`config.mk`:
```
export PLATFORM = sky130hd
export DESIGN_NAME = gray_wptr_full
export DESIGN_NICKNAME = d
export VERILOG_FILES = /design/src/rtl/fifo_ptr_pkg.sv /design/src/rtl/gray_ptr_ctr.sv /design/src/rtl/gray_wptr_full.sv
export SDC_FILE = /design/constraint.sdc
export NUM_CORES = 1
export LEC_CHECK = 0
export CORE_AREA = 2 2 39 41
export CTS_CLUSTER_DIAMETER = 150
export DETAILED_ROUTE_END_ITERATION = 8
export DIE_AREA = 0 0 41 43
export GPL_TIMING_DRIVEN = 0
export PLACE_DENSITY = 0.67
export SETUP_SLACK_MARGIN = 0.05
export SYNTH_ARGS = -nofsm -noshare
export SYNTH_HDL_FRONTEND = slang
export SYNTH_SLANG_ARGS = --single-unit
```
`constraint.sdc`:
```
create_clock -name CLK_i -period 2.2 [get_ports CLK_i]
set_input_delay 0.44 -clock CLK_i [delete_from_list [all_inputs] [get_ports CLK_i]]
set_output_delay 0.44 -clock CLK_i [all_outputs]
set_load 0.01 [all_outputs]
```
`src/rtl/fifo_ptr_pkg.sv`:
```
// Shared pointer helpers for the async FIFO write/read pointer blocks.
// Functions work on a fixed maximum width; callers cast in and out.
package fifo_ptr_pkg;

   localparam int ADDR_W_DEF = 4;
   localparam int PTR_MAX_W  = 16;

   typedef logic [PTR_MAX_W-1:0] ptr_t;

   function automatic ptr_t bin2gray(input ptr_t bin);
      return bin ^ (bin >> 1);
   endfunction

   // Prefix XOR from the MSB down; zero-extended upper bits are harmless.
   function automatic ptr_t gray2bin(input ptr_t gray);
      ptr_t b;
      b[PTR_MAX_W-1] = gray[PTR_MAX_W-1];
      for (int i = PTR_MAX_W-2; i >= 0; i--)
         b[i] = b[i+1] ^ gray[i];
      return b;
   endfunction

   // Full when the write pointer is one lap ahead: top two Gray bits differ.
   function automatic logic full_match(input ptr_t gray_next, input ptr_t rgray,
                                       input int w);
      ptr_t mask;
      mask        = '0;
      mask[w-1]   = 1'b1;
      mask[w-2]   = 1'b1;
      return gray_next == (rgray ^ mask);
   endfunction

endpackage

```
`src/rtl/gray_ptr_ctr.sv`:
```
// Binary pointer counter with a registered Gray copy for clock crossing.
// Shared by the write-full and read-empty pointer generators.
module gray_ptr_ctr
   import fifo_ptr_pkg::*;
#(
   parameter int W = 5
) (
   input  logic         clk,
   input  logic         rst,
   input  logic         inc,
   output logic [W-1:0] bin,
   output logic [W-1:0] gray,
   output logic [W-1:0] gray_next
);

   logic [W-1:0] bin_next;

   always_comb begin
      bin_next  = bin + W'(inc);
      gray_next = W'(bin2gray(PTR_MAX_W'(bin_next)));
   end

   // Gray output comes straight from a flop so the crossing sees one-bit steps.
   always_ff @(posedge clk) begin
      if (rst) begin
         bin  <= '0;
         gray <= '0;
      end else begin
         bin  <= bin_next;
         gray <= gray_next;
      end
   end

endmodule

```
`src/rtl/gray_wptr_full.sv`:
```
// Write-side pointer, RAM address and registered FULL flag for the async FIFO.
// Optional almost-full flag enabled with GRAY_WPTR_ALMOST_FULL_EN.
module gray_wptr_full
   import fifo_ptr_pkg::*;
#(
   parameter int ADDR_W   = ADDR_W_DEF,
   parameter int AF_LEVEL = 12
) (
   input  logic              CLK_i,
   input  logic              RST_i,
   input  logic              WINC_i,
   input  logic [ADDR_W:0]   RGRAY_SYNC_i,
   output logic [ADDR_W-1:0] WADDR_o,
   output logic [ADDR_W:0]   WGRAY_o,
   output logic              FULL_o,
   output logic              ALMOST_FULL_o
);

   localparam int PW = ADDR_W + 1;

   logic          push;
   logic          full_next;
   logic [PW-1:0] bin;
   logic [PW-1:0] gray_next;

   assign push = WINC_i & ~FULL_o;

   gray_ptr_ctr #(.W(PW)) u_ctr (
      .clk       (CLK_i),
      .rst       (RST_i),
      .inc       (push),
      .bin       (bin),
      .gray      (WGRAY_o),
      .gray_next (gray_next)
   );

   assign WADDR_o   = bin[ADDR_W-1:0];
   assign full_next = full_match(PTR_MAX_W'(gray_next), PTR_MAX_W'(RGRAY_SYNC_i), PW);

   always_ff @(posedge CLK_i) begin
      if (RST_i) FULL_o <= 1'b0;
      else       FULL_o <= full_next;
   end

`ifdef GRAY_WPTR_ALMOST_FULL_EN
   logic [PW-1:0] rbin;
   logic [PW-1:0] level_next;

   assign rbin       = PW'(gray2bin(PTR_MAX_W'(RGRAY_SYNC_i)));
   assign level_next = bin + PW'(push) - rbin;

   always_ff @(posedge CLK_i) begin
      if (RST_i) ALMOST_FULL_o <= 1'b0;
      else       ALMOST_FULL_o <= (level_next >= PW'(AF_LEVEL));
   end
`else
   assign ALMOST_FULL_o = 1'b0;
`endif

endmodule

```
==> run_results.csv <==
group,metric,value,unit
status,status,"finished clean",
detailed_routing,wl_met1,434,microns
cts,cts.htree.levels,1,
pwr,clock_power_share,0.354,
placed_design,gp_congestion,0.7100,
finish,area_delta_synth_final,49.36,%
synth,syn_inst,48,
detailed_routing,antenna_left,0,
synth,synth_most_common_cell,"dfxtp_1",
global_routing,grt_use_total,0.1196,
timing,period_share,0.9204,
synth,yosysTopAreaCellShare,0.4092,
synth,synth_edf_count,0,
global_routing,antenna_found_initial,0,
floorplanning,fp.dieH,43,microns
global_routing,grt_pass1_wl,1414,microns
placed_design,place_area,669.4,sq um
timing,finalSetupViolations,0,
detailed_routing,drcViolationCount,0,
placed_design,post-place-ws,-301.7,ps
synth,syn-num-nets,58,
synth,syn_area_per_cell,10.19,sq um
detailed_routing,firstDrtPassIters,3,
placed_design,io_buffers,16,
cts,clock_path_buffers,2,
detailed_routing,routed-wl-met2,398,microns
pwr,p_seq_frac,0.419,
timing,final_hold_viol_count,0,
min_path,hp-class,"primary input to flop",
timing,max_freq,0.4938,GHz
cts,cts_hold_buf,0,
floorplanning,num_rows,14,
critical_path,cp-end-kind,"flop",
detailed_routing,wl_met3,67,microns
critical_path,crit_family,"simple AND/OR/NAND/NOR gates",
critical_path,cp.depth,8,
floorplanning,die_w,41,microns
pwr,p_comb_frac,0.227,
finish,stdcell_area,730.7,sq um
cts,numCtsBuffers,3,
critical_path,r2r-end,"FULL_o$_SDFF_PP0_",
critical_path,crit_start,"WINC_i",
critical_path,r2r_setup_slack,490,ps
cts,root_buffer,"clkbuf_4",
pwr,swShare,0.2458,
timing,fin_crit,2025,ps
timing,holdWs,542.9,ps
critical_path,r2r_cells,7,
floorplanning,ios,19,
floorplanning,start_util,0.3535,
synth,synthArstFlopShare,0,
detailed_routing,drt_iter0_drc,3,
detailed_routing,vias,386,
synth,synthesis.area,489.2,sq um
timing,grt_setup_unrepaired,"false",
floorplanning,core_area,0.001384,sq mm
critical_path,crit_path_cell_trace,"clkdlybuf4s50_1 > nor2b_2 > ha_2 > ha_4 > xnor2_2 > xnor2_1 > or3_1 > nor4_2",
placed_design,hpwl,686.2,microns
critical_path,r2r_start,"FULL_o$_SDFF_PP0_",
cts,clkTransAtPathRegs,70,ps
critical_path,critPathKind,"primary input to flop",
pwr,p_switching,0.1167,mW
global_routing,grt_max_degree,11,
cts,tritoncts,"done",
synth,synth_area_leaders,"dfxtp_1, xnor2_1, xor2_1, xnor2_2, nor2_1",
critical_path,worstPathRequired,2390,ps
pwr,power,0.4750,mW
cts,cts.sinks,10,
synth,synth_ff_type,"dfxtp_1",
detailed_routing,routed.top_layer,"met4",
cts,clock_latency,270,ps
critical_path,cp_slowest_stage_delay,440,ps
job,maxCapViolations,0,
critical_path,cpMaxStageDelayCell,"clkdlybuf4s50_1",
finish,insertedDiodeCount,0,
timing,skew,1.368,ps
placed_design,dp_cells,80,
critical_path,crit_path_start_kind,"primary input",
detailed_routing,via_per_inst,4.541,
critical_path,arrival,2210,ps
detailed_routing,wl,928,microns
timing,setup_ws,175.1,ps
detailed_routing,post_drt_wl_per_cell,10.92,microns
critical_path,critPathCapture,"FULL_o$_SDFF_PP0_",
floorplanning,dieArea,0.001763,sq mm
pwr,p_leak,0.2712,nW
finish,final-instance-count-excl-fill,85,
global_routing,overflow,0,
synth,yosys_warnings,0,
pwr,p_per_area,650.0,mW/mm^2
critical_path,cp_max_fo,4,
synth,ys_seq_area_frac,0.4092,
finish,final_util,0.5280,
synth,yosysTopAreaCell,"dfxtp_1",
timing,final_max_slew_viol_count,0,
critical_path,path_buf_inv,1,
global_routing,grt_pass1_vias,360,
timing,tns,0,ps
pwr,p_int,0.3582,mW
synth,ys_ff_latch,10,
synth,ys_types,17,
finish,nets,80,
synth,synth_common_cells,"dfxtp_1, xnor2_1, nor2_1",
finish,drive_above_1_share,0.1739,
pwr,max-vdd-ir-drop,0.4124,mV
worst min-delay path by stage:
| stage | from | end | slack (ps) | depth (start not counted) |
|---|---|---|---|---|
| after CTS | RST_i | u_ctr.gray[0]$_SDFF_PP0_ | 560 | 2 |
| after floorplan | u_ctr.bin[3]$_SDFF_PP0_ | u_ctr.bin[3]$_SDFF_PP0_ | 610 | 2 |
| after global placement | u_ctr.bin[3]$_SDFF_PP0_ | u_ctr.bin[3]$_SDFF_PP0_ | 590 | 2 |
| final | RST_i | u_ctr.gray[0]$_SDFF_PP0_ | 540 | 2 |
| after global routing | RST_i | u_ctr.gray[1]$_SDFF_PP0_ | 600 | 2 |
| after detailed placement | u_ctr.bin[3]$_SDFF_PP0_ | u_ctr.bin[3]$_SDFF_PP0_ | 610 | 2 |
registers in the layout, indices dropped and copies added (netlist names):
register and flops:
FULL_o 1, u_ctr.gray 5, u_ctr.bin 4
worst reg2reg max path, delay by kind of cell (launching register included):
kind                       cells  cell delay [ps]
and+or+nand+nor                3              570
adders and majority gates      2              460
DFF                            1              320
xor gates and xnor gates       2              270
final cells by class:
cell class / count / area [sq um]
Buffer: 2 / 11.26
Clock buffer: 4 / 36.28
Fill cell: 140 / 653.1
Multi-Input combinational cell: 36 / 295.3
Sequential cell: 10 / 200.2
Tap cell: 16 / 20.02
Timing Repair Buffer: 17 / 167.7
placed cells by master, fill, tap and decap left out:
master,count
clkdlybuf4s50_1,16
dfxtp_1,10
xnor2_1,9
nor2_1,7
xor2_1,4
clkbuf_4,3
a21boi_0,2
xnor2_2,2
nor2b_1,2
buf_4,2
nor2b_2,1
clkbuf_1,1
nand4_1,1
and3_1,1
o22ai_1,1
nand3_1,1
or3_1,1
nor4_2,1
ha_4,1
ha_2,1
conb_1,1
clkbuf_8,1
power groups by stage:
| stage | Combinational (mW) | Clock [mW] | Sequential [mW] |
|---|---|---|---|
| 2_1_floorplan | 0.0559 | 0 | 0.207 |
| 3_3_place_gp | 0.101 | 0 | 0.201 |
| 3_5_place_dp | 0.101 | 0 | 0.202 |
| 4_1_cts | 0.107 | 0.166 | 0.199 |
| 5_1_grt | 0.118 | 0.175 | 0.200 |
| 6_report | 0.108 | 0.168 | 0.199 |
what timing repair did:
item | in CTS | in global routing
buffers inserted | 0 | 1
resized for setup | 2 | 1
endpoints found under the setup margin | 1 | 1
endpoints found under the hold margin | 0 | 0
pin swaps | 0 | 3
logic make-up after synthesis:
family | Yosys count | share of synthesized area
XOR/XNOR | 15 | 0.2992
AND/OR/NAND/NOR | 15 | 0.1663
flip-flops | 10 | 0.4092
AO/OA/AOI/OAI | 3 | 0.04348
buffers and inverters | 2 | 0.02302
adder cells (fa/ha/maj) | 2 | 0.05114
other | 1 | 0.007665
per-layer routing:
layer	up-vias	track usage
met5	-	0
met4	0	0.1000
met3	5	0.03141
met2	16	0.1719
met1	171	0.1387
li1	194	-
No activity file was read; power rests on OpenSTA's default activity.
